File: config.mk
export PLATFORM = sky130hd
export DESIGN_NAME = hyperbus_phy2r_upsizer
export DESIGN_NICKNAME = d
export VERILOG_FILES = /design/src/rtl/hyperbus_phy2r_upsizer.sv
export SDC_FILE = /design/constraint.sdc
export NUM_CORES = 1
export LEC_CHECK = 0
export CAP_MARGIN = 20
export CORE_MARGIN = 1.5
export CORE_UTILIZATION = 35
export DETAILED_ROUTE_END_ITERATION = 8
export HOLD_SLACK_MARGIN = 0.06
export PLACE_DENSITY = 0.58
export SETUP_SLACK_MARGIN = 0.1
export SLEW_MARGIN = 20
export SYNTH_ARGS = -nofsm -noshare
export SYNTH_HDL_FRONTEND = slang
export SYNTH_SLANG_ARGS = --single-unit
export TNS_END_PERCENT = 5
File: constraint.sdc
create_clock -name clk_i -period 5.3 [get_ports clk_i]
set_input_delay 1.06 -clock clk_i [delete_from_list [all_inputs] [get_ports clk_i]]
set_output_delay 1.06 -clock clk_i [all_outputs]
set_load 0.01 [all_outputs]
File: src/rtl/hyperbus_phy2r_upsizer.sv
`default_nettype none
// ============================================================================
// Module  : hyperbus_phy2r_upsizer
// Brief   : HyperBus PHY return stream to AXI R beat packer/splitter with
//           output beat FIFO, error merging, truncated-burst fill and drain.
// Revision: 1.0 - initial release
// ============================================================================
module hyperbus_phy2r_upsizer #(
   parameter int AxiDataWidth = 64,
   parameter int NumPhys      = 1,
   parameter int OutDepth     = 2,
   parameter int AddrWidth    = $clog2(AxiDataWidth / 8),
   parameter int CntWidth     = AddrWidth + 9
) (
   input  logic                    clk_i,
   input  logic                    rst_ni,
   input  logic                    trans_valid_i,
   output logic                    trans_ready_o,
   input  logic [AddrWidth-1:0]    trans_addr_i,
   input  logic [2:0]              trans_size_i,
   input  logic [7:0]              trans_len_i,
   input  logic                    phy_valid_i,
   output logic                    phy_ready_o,
   input  logic [16*NumPhys-1:0]   phy_data_i,
   input  logic                    phy_last_i,
   input  logic                    phy_error_i,
   output logic                    axi_valid_o,
   input  logic                    axi_ready_i,
   output logic [AxiDataWidth-1:0] axi_data_o,
   output logic                    axi_error_o,
   output logic                    axi_last_o
);

   localparam int c_PHY_W      = 16 * NumPhys;
   localparam int c_PHY_BYTES  = 2 * NumPhys;
   localparam int c_BEAT_BYTES = AxiDataWidth / 8;
   localparam int c_WORDS      = c_BEAT_BYTES / c_PHY_BYTES;
   localparam int c_PTR_W      = (OutDepth > 1) ? $clog2(OutDepth) : 1;
   localparam int c_FILL_W     = $clog2(OutDepth + 1);
   localparam int c_ENTRY_W    = AxiDataWidth + 2;

   typedef enum logic [1:0] {
      ST_IDLE   = 2'd0,
      ST_STREAM = 2'd1,
      ST_FLUSH  = 2'd2,
      ST_DRAIN  = 2'd3
   } state_t;

   state_t                  r_state;
   state_t                  w_state_nxt;

   logic [CntWidth-1:0]     r_beat_addr;
   logic [CntWidth-1:0]     r_phy_cnt;
   logic [CntWidth-1:0]     w_size_bytes;
   logic [CntWidth-1:0]     w_beat_end;
   logic [7:0]              r_beat_idx;
   logic [7:0]              r_len;
   logic [2:0]              r_size;
   logic [AxiDataWidth-1:0] r_asm;
   logic                    r_err;
   logic                    r_word_err;
   logic                    r_last_seen;

   logic                    w_complete;
   logic                    w_is_last;
   logic                    w_full;
   logic                    w_trans_hs;
   logic                    w_word_acc;
   logic                    w_push;
   logic                    w_pop;
   logic [c_ENTRY_W-1:0]    w_push_entry;

   logic [c_ENTRY_W-1:0]    r_mem [OutDepth];
   logic [c_PTR_W-1:0]      r_wr_ptr;
   logic [c_PTR_W-1:0]      r_rd_ptr;
   logic [c_FILL_W-1:0]     r_fill;

   function automatic logic [c_PTR_W-1:0] f_ptr_inc(input logic [c_PTR_W-1:0] p);
      return (p == c_PTR_W'(OutDepth - 1)) ? '0 : p + c_PTR_W'(1);
   endfunction

   assign w_size_bytes = CntWidth'(1) << r_size;
   assign w_beat_end   = (r_beat_addr & ~(w_size_bytes - CntWidth'(1))) + w_size_bytes;
   assign w_complete   = (r_phy_cnt >= w_beat_end);
   assign w_is_last    = (r_beat_idx == r_len);
   assign w_full       = (r_fill == c_FILL_W'(OutDepth));
   assign w_trans_hs   = trans_valid_i & trans_ready_o;
   assign w_word_acc   = phy_valid_i & phy_ready_o & (r_state == ST_STREAM);
   assign w_pop        = axi_valid_o & axi_ready_i;

   always_ff @(posedge clk_i or negedge rst_ni) begin
      if (!rst_ni) begin
         r_state <= ST_IDLE;
      end else begin
         r_state <= w_state_nxt;
      end
   end

   always_comb begin
      w_state_nxt   = r_state;
      trans_ready_o = 1'b0;
      phy_ready_o   = 1'b0;
      w_push        = 1'b0;
      w_push_entry  = {r_asm, r_err, w_is_last};
      case (r_state)
         ST_IDLE: begin
            trans_ready_o = 1'b1;
            if (trans_valid_i) begin
               w_state_nxt = ST_STREAM;
            end
         end
         ST_STREAM: begin
            // Once the PHY has signalled its last word nothing more is taken.
            phy_ready_o = !w_complete && !w_full && !r_last_seen;
            if (w_complete && !w_full) begin
               w_push = 1'b1;
               if (w_is_last) begin
                  w_state_nxt = r_last_seen ? ST_IDLE : ST_DRAIN;
               end
            end else if (!w_complete && r_last_seen) begin
               w_state_nxt = ST_FLUSH;
            end
         end
         ST_FLUSH: begin
            w_push_entry = {{AxiDataWidth{1'b0}}, 1'b1, w_is_last};
            if (!w_full) begin
               w_push = 1'b1;
               if (w_is_last) begin
                  w_state_nxt = ST_IDLE;
               end
            end
         end
         ST_DRAIN: begin
            phy_ready_o = 1'b1;
            if (phy_valid_i && phy_last_i) begin
               w_state_nxt = ST_IDLE;
            end
         end
         default: w_state_nxt = ST_IDLE;
      endcase
   end

   always_ff @(posedge clk_i or negedge rst_ni) begin
      if (!rst_ni) begin
         r_beat_addr <= '0;
         r_phy_cnt   <= '0;
         r_beat_idx  <= '0;
         r_len       <= '0;
         r_size      <= '0;
         r_asm       <= '0;
         r_err       <= 1'b0;
         r_word_err  <= 1'b0;
         r_last_seen <= 1'b0;
      end else begin
         if (w_trans_hs) begin
            r_beat_addr <= CntWidth'(trans_addr_i);
            r_phy_cnt   <= CntWidth'(trans_addr_i) & ~CntWidth'(c_PHY_BYTES - 1);
            r_beat_idx  <= '0;
            r_len       <= trans_len_i;
            r_size      <= trans_size_i;
            r_asm       <= '0;
            r_err       <= 1'b0;
            r_word_err  <= 1'b0;
            r_last_seen <= 1'b0;
         end
         if (w_word_acc) begin
            for (int k = 0; k < c_WORDS; k++) begin
               if (r_phy_cnt[AddrWidth-1:0] == AddrWidth'(k * c_PHY_BYTES)) begin
                  r_asm[k*c_PHY_W +: c_PHY_W] <= phy_data_i;
               end
            end
            r_phy_cnt   <= r_phy_cnt + CntWidth'(c_PHY_BYTES);
            r_err       <= r_err | phy_error_i;
            r_word_err  <= phy_error_i;
            r_last_seen <= r_last_seen | phy_last_i;
         end
         if (w_push) begin
            r_beat_addr <= w_beat_end;
            r_beat_idx  <= r_beat_idx + 8'd1;
            // A narrow beat that still lies inside the last word inherits its error.
            r_err       <= (w_beat_end < r_phy_cnt) ? r_word_err : 1'b0;
         end
      end
   end

   always_ff @(posedge clk_i or negedge rst_ni) begin
      if (!rst_ni) begin
         r_wr_ptr <= '0;
         r_rd_ptr <= '0;
         r_fill   <= '0;
         for (int i = 0; i < OutDepth; i++) begin
            r_mem[i] <= '0;
         end
      end else begin
         if (w_push) begin
            r_mem[r_wr_ptr] <= w_push_entry;
            r_wr_ptr        <= f_ptr_inc(r_wr_ptr);
         end
         if (w_pop) begin
            r_rd_ptr <= f_ptr_inc(r_rd_ptr);
         end
         case ({w_push, w_pop})
            2'b10:   r_fill <= r_fill + c_FILL_W'(1);
            2'b01:   r_fill <= r_fill - c_FILL_W'(1);
            default: r_fill <= r_fill;
         endcase
      end
   end

   assign axi_valid_o = (r_fill != '0);
   assign {axi_data_o, axi_error_o, axi_last_o} = r_mem[r_rd_ptr];

endmodule
`default_nettype wire
---- Yosys cells after proc, flatten, opt, wreduce, memory -nomap -nowiden ----
Index checks and enable logic that the tools add are counted.
word-level totals
  bits in latches ......................... 0
  input bits .............................. 37
  output and inout port bits .............. 69
  memories kept ........................... 0
  RAM bits ................................ 0
  flip-flop bits (word level) ............. 248
  ROM bits ................................ 0
operators by class
  divide/modulo/power cells ............... 0
  reductions and logical operators ........ 17
  order comparisons ....................... 5
  equality and inequality tests ........... 16
  bitwise gates (word level) .............. 10
  shift operators ......................... 1
  add/subtract/negate cells ............... 8
  mux-type cells .......................... 42
  multiply operators ...................... 0
operators by type and width
  kind                   number
  $mux 66                5
  $bwmux 132             1
  $mux 64                2
  $demux 66 s1           1
  $mux 16                4
  $mux 12                4
  $mux 2                 8
  $mux 8                 2
  $add 12x12->12         1
  $add 12x2->12 const B  1
  $and 12x12->12         1
  $ge 12x12->1           1
  $lt 12x12->1           1
  $not 12->12            1
  $shl 1x3->12 const A   1
  $sub 12x1->12 const B  1
  $mux 1                 11
  $add 8x1->8 const B    1
  $eq 2x2->1 const B     4
  $eq 8x8->1             1
  $ne 2x2->1 const B     4
  $pmux 2 s4             1
  $reduce_bool 2->1      4
  $eq 3x3->1 const B     2
  20 further kinds       36

---- Longest topological paths before layout ----
  depth after elaboration ................. 14
  mapped depth ............................ 26
  depth with buffers taken out ............ 21

---- Least setup slack after synthesis ----
OpenSTA, ideal clock, no wires.
  path kind ............................... flip-flop to flip-flop
  start ................................... register r_size[1]
  end ..................................... register r_fill[1]
  path slack .............................. 0.516 ns
  setup time .............................. 0.079 ns
  data arrival time ....................... 4.705 ns
  buffers on the path ..................... 4
  data required time ...................... 5.221 ns
  cell stages (with the launch flop) ...... 23
  clock period less this slack ............ 4.784 ns
  cell sequence ........................... dfrtp_1 > buf_6 > or3_1 > ha_1 > clkbuf_8 > o32ai_4 > a41oi_4 > o31ai_4 > maj3_4 > nand4_1 > xnor2_1 > ha_1 > and3_1 > nand4_1 > o21bai_1 > a21oi_2 > a21oi_1 > inv_1 > clkbuf_1 > buf_2 > ha_1 > nor2_1 > xor2_1
on the way
  word-level cells in the longest chain between the ends .. 11
  elaborated cells between the ends (all ways) .. 13
  classes of those cells .................. add/sub: 2; order compare: 1; eq/ne: 2; shift: 1; mux: 3; bitwise: 2; reduce/logical: 2
ends and longest elaborated chain
  item                                             RTL line  RTL
  start: declaration                               58        logic [2:0] r_size;
  start signal: assignment                         160       r_size <= trans_size_i;
  $shl 1x3->12 *                                   82        assign w_size_bytes = CntWidth'(1) << r_size;
  $sub 12x1->12                                    83        assign w_beat_end = (r_beat_addr & ~(w_size_bytes - CntWidth'(1))) + w_size_bytes;
  $not 12->12                                      83
  $and 12x12->12                                   83
  $add 12x12->12 *                                 83
  $ge 12x12->1 *                                   84        assign w_complete = (r_phy_cnt >= w_beat_end);
  $logic_and 1x1->1 *                              115       if (w_complete && !w_full) begin
  $mux 1 *                                         115
  $pmux 1 s2 *                                     105       case (r_state)
  $eq 2x1->1 or $eq 2x2->1 (tied branches)         202       case ({w_push, w_pop})
  $pmux 2 s2 or $reduce_bool 2->1 (tied branches)  --
  end signal: assignment                           203       2'b10: r_fill <= r_fill + c_FILL_W'(1);
  end signal: assignment                           204       2'b01: r_fill <= r_fill - c_FILL_W'(1);
  end signal: assignment                           205       default: r_fill <= r_fill;
  end: declaration                                 76        logic [c_FILL_W-1:0] r_fill;
Mark *: on every way between the ends. The rest lies on a longest branch, timed or not.
A chain may end at the register's enable or synchronous reset.

---- Worst setup path after layout ----
  start ................................... register r_size[1]
  end ..................................... output phy_ready_o
on the way
  word-level cells in the longest chain between the ends .. 10
ends and longest elaborated chain
  item                              RTL line  RTL
  $shl 1x3->12 *                    82
  $sub 12x1->12                     83
  $not 12->12                       83
  $and 12x12->12                    83
  $add 12x12->12 *                  83
  $ge 12x12->1 *                    84
  $logic_not 1->1 *                 114       phy_ready_o = !w_complete && !w_full && !r_last_seen;
  $logic_and 1x1->1 * (2 in a row)  114
  $pmux 1 s2 *                      105
  end: declaration                  23        output logic phy_ready_o,
Marked as above.

==> run metrics <==
status=finished clean; Reg2Reg Depth=19; reg-to-reg setup timing slack=0.50 ns; fill cell total of the finished layout=3385; Yosys cell types=59; share of layout cells above drive strength 1=25.16%; Congestion Overflow GR=0; CTS tree=done; initial DRC count=roughly 550; Slowest Stage Delay on Critical Path=0.41 ns; CP max stage cell=or3_4; diode count=0; Syn Nets=1203; I/O Pins=106; Buf/Inv on CP=2; Max Cap Viol=0; complex-gate fraction of the synthesized area=7.593%; most frequent cell after synthesis=dfrtp_1; crit path max fanout=6; Tot Pwr=8.964 mW; family with the most delay on the worst path=compound AO/OA/AOI/OAI gates; ys async rst share=100.0%; first-pass GRT wire length=between 40000 and 50000 um; sequential area share after synthesis=~50%; Cells after Synth=1142; Clk Latency, worst-skew pair=0.56 ns; worst min-delay path class=in -> async; Via Count=between 8000 and 9000; Worst slew margin=29.66%; Vias/cell=between 5 and 6; hold_buf cts=0; critical path class=reg -> out; Peak Freq=around 190 MHz; Rows=between 60 and 70; Mapped Avg Cell Area=10.91 um^2; Layout Nets=approximately 1300; Detailed Place HPWL=19600 um; Leak=around 6.9 nW; CTS Buf Count=28; simple-gate portion of the synthesized area=14.64%; cell repeated most along the worst path=nand4_1; Critical R2R Capture=r_phy_cnt[7]$_DFFE_PN0P_; GPL Wtd Cong=0.8013; Synth top cells by count=dfrtp_1 (247), mux2_2 (206), nand2_1 (130), nand3_1 (88), o21ai_0 (87); vias in the first global route=8902; post-synthesis mux area share=just under 20%; Post-DRT Antenna Nets=0; flops & latches, synth=247; Synth top area share=between 40% and 50%; Chip Height=191.7 um; Initial Utilization=35.80%; number of instances in the placed design=1650; fin crit share=between 90% and 100%; Die ar.=36740 um^2; final setup fails=0; crit start category=flip-flop; root buffer cell=clkbuf_16; area leader, netlist=dfrtp_1; RSZ-0062 raised after global routing=yes; CTS Buffer Depth=3; die width=191.7 um; final instance count without filler cells=1707; post-synthesis adder-cell area fraction=2.521%; Pwr per Cell Area=596.3 nW/um^2; Slew @ Worst Pin=1.051 ns; critical path cell sequence=or3_4, ha_4, buf_4, nor4bb_4, o21a_1, a41oi_4, o31ai_4, maj3_4, nand4_1, xnor2_1, ha_1, and3_4, nand4_1, o21bai_4, a21oi_2, a21o_1, buf_2; Critical Path AT=roughly 4.2 ns; IO buf count=105; DR WL/cell=17.79 um; initial antenna violation count=0; Final Critical Period=between 5 and 6 ns; synth top area cells=dfrtp_1 (50%), mux2_2 (19%), nand2_1 (3.9%), nand3_1 (3.5%), o21ai_0 (3.5%); VDD IR max=0.3512 mV; final hold violation count=0; drc violations=0; synthesized area=12460 um^2; final slew viol count=0; Core ar.=34800 um^2; DRT Pass-1 Iters=5; area grow syn2layout=20.67%; Setup Skew=0.02060 ns; Top FF cell, synth=dfrtp_1; reg2reg start=r_size[1]$_DFFE_PN0P_; CTS Sinks=247; GRT Total Usage=between 10% and 20%; xor and xnor area share after synthesis=between 2 and 2.5%; Worst-path clk slew=0.07 ns; pin count of the biggest net entering global routing=130; Post-synth EDFFs=0; CP Data Required Time=4.24 ns; Synth Warn #=0; H-Tree Depth=1; Routed WL=around 30000 um; largest family of logic cells by synthesized area=multiplexers; Crit. End Element=output pin
## kinds of logic (layout without fill, tap and decap cells)
kind of cell	after synthesis	after routing
XOR/XNOR	29	29
AND/OR/NAND/NOR	365	365
flip-flops	247	247
multiplexers	218	218
buffers and inverters	106	216
AO/OA/AOI/OAI	152	152
adder cells (fa/ha/maj)	25	25
## cells in the final DEF (no fill, tap or decap), types with 6 or more instances in the layout
master	count
a21oi_1	18
and2_1	10
and3_1	13
buf_4	25
clkbuf_16	28
clkdlybuf4s50_1	103
clkinv_2	12
dfrtp_1	246
ha_1	22
inv_1	29
mux2_2	205
mux2i_1	9
nand2_1	129
nand3_1	88
nand4_1	10
nor2_1	18
nor2b_1	69
o21ai_0	87
xnor2_1	23
xor2_1	6
## worst max-delay path by stage
| stage | depth (start not counted) | start | slack [ns] | to |
|---|---|---|---|---|
| 6_report | 17 | r_size[1]$_DFFE_PN0P_ | 0.008 | phy_ready_o |
| 5_1_grt | 16 | r_size[1]$_DFFE_PN0P_ | -0.27 | phy_ready_o |
| 4_1_cts | 16 | r_size[1]$_DFFE_PN0P_ | 0.03 | phy_ready_o |
| 3_5_place_dp | 16 | r_size[1]$_DFFE_PN0P_ | 0.05 | phy_ready_o |
| 3_3_place_gp | 16 | r_size[0]$_DFFE_PN0P_ | 0.12 | phy_ready_o |
| 2_1_floorplan | 22 | r_size[1]$_DFFE_PN0P_ | 0.52 | r_fill[1]$_DFFE_PN0P_ |
## stage by stage
step | setup WS [ns] | hold WS (ns) | util, % | area, um^2 | setup TNS [ns]
finish | 0.007638 | 0.3815 | 43.20 | 15030 | 0
global route | -0.2679 | 0.3901 | 43.20 | 15030 | -0.2679
CTS | 0.03037 | 0.4891 | 43.05 | 14980 | 0
detailed placement | 0.05411 | 0.4775 | 40.16 | 13980 | 0
global placement | 0.1235 | 0.4629 | 40.16 | 13980 | 0
floorplan | 0.5157 | 0.4444 | - | 12460 | 0
## where the power goes
group | total (mW) | switching (mW) | internal, mW
Sequential | 2.96 | 0.422 | 2.54
Combinational | 4.11 | 2.14 | 1.97
Clock | 1.89 | 0.804 | 1.09
Total | 8.96 | 3.36 | 5.60
## area by class of cell
class / count / area [um^2] / area share [%]
Tap cell: 455 / 569.3 / 3.787
Sequential cell: 247 / 6182 / 41.12
Timing Repair Buffer: 136 / 1358 / 9.030
Clock inverter: 15 / 127.6 / 0.8489
Multi-Input combinational cell: 789 / 5907 / 39.29
Clock buffer: 36 / 780.7 / 5.193
Inverter: 29 / 108.9 / 0.7241
## routing by layer
metal / global-route usage, % / vias up / part of all wire, %
met5: 0 / - / 0
met4: 3.125 / 0 / 1.7
met3: 2.430 / 42 / 4.6
met2: 27.46 / 183 / 46
met1: 24.19 / 4399 / 47
li1: - / 4133 / -
## state kept, by name (all words and copies together), names as in the netlist, 2 cells and up
| register | flops |
|---|---|
| r_mem | 132 |
| r_asm | 64 |
| r_beat_addr | 12 |
| r_phy_cnt | 11 |
| r_beat_idx | 8 |
| r_len | 8 |
| r_size | 3 |
| r_fill | 2 |
| r_state | 2 |
## timing repair
item	in CTS	in global routing
hold endpoints to repair	0	0
setup endpoints to repair	1	68
buffers inserted	5	0
pin swaps	12	0
resized for setup	16	8
(Power assumes the default switching activity.)
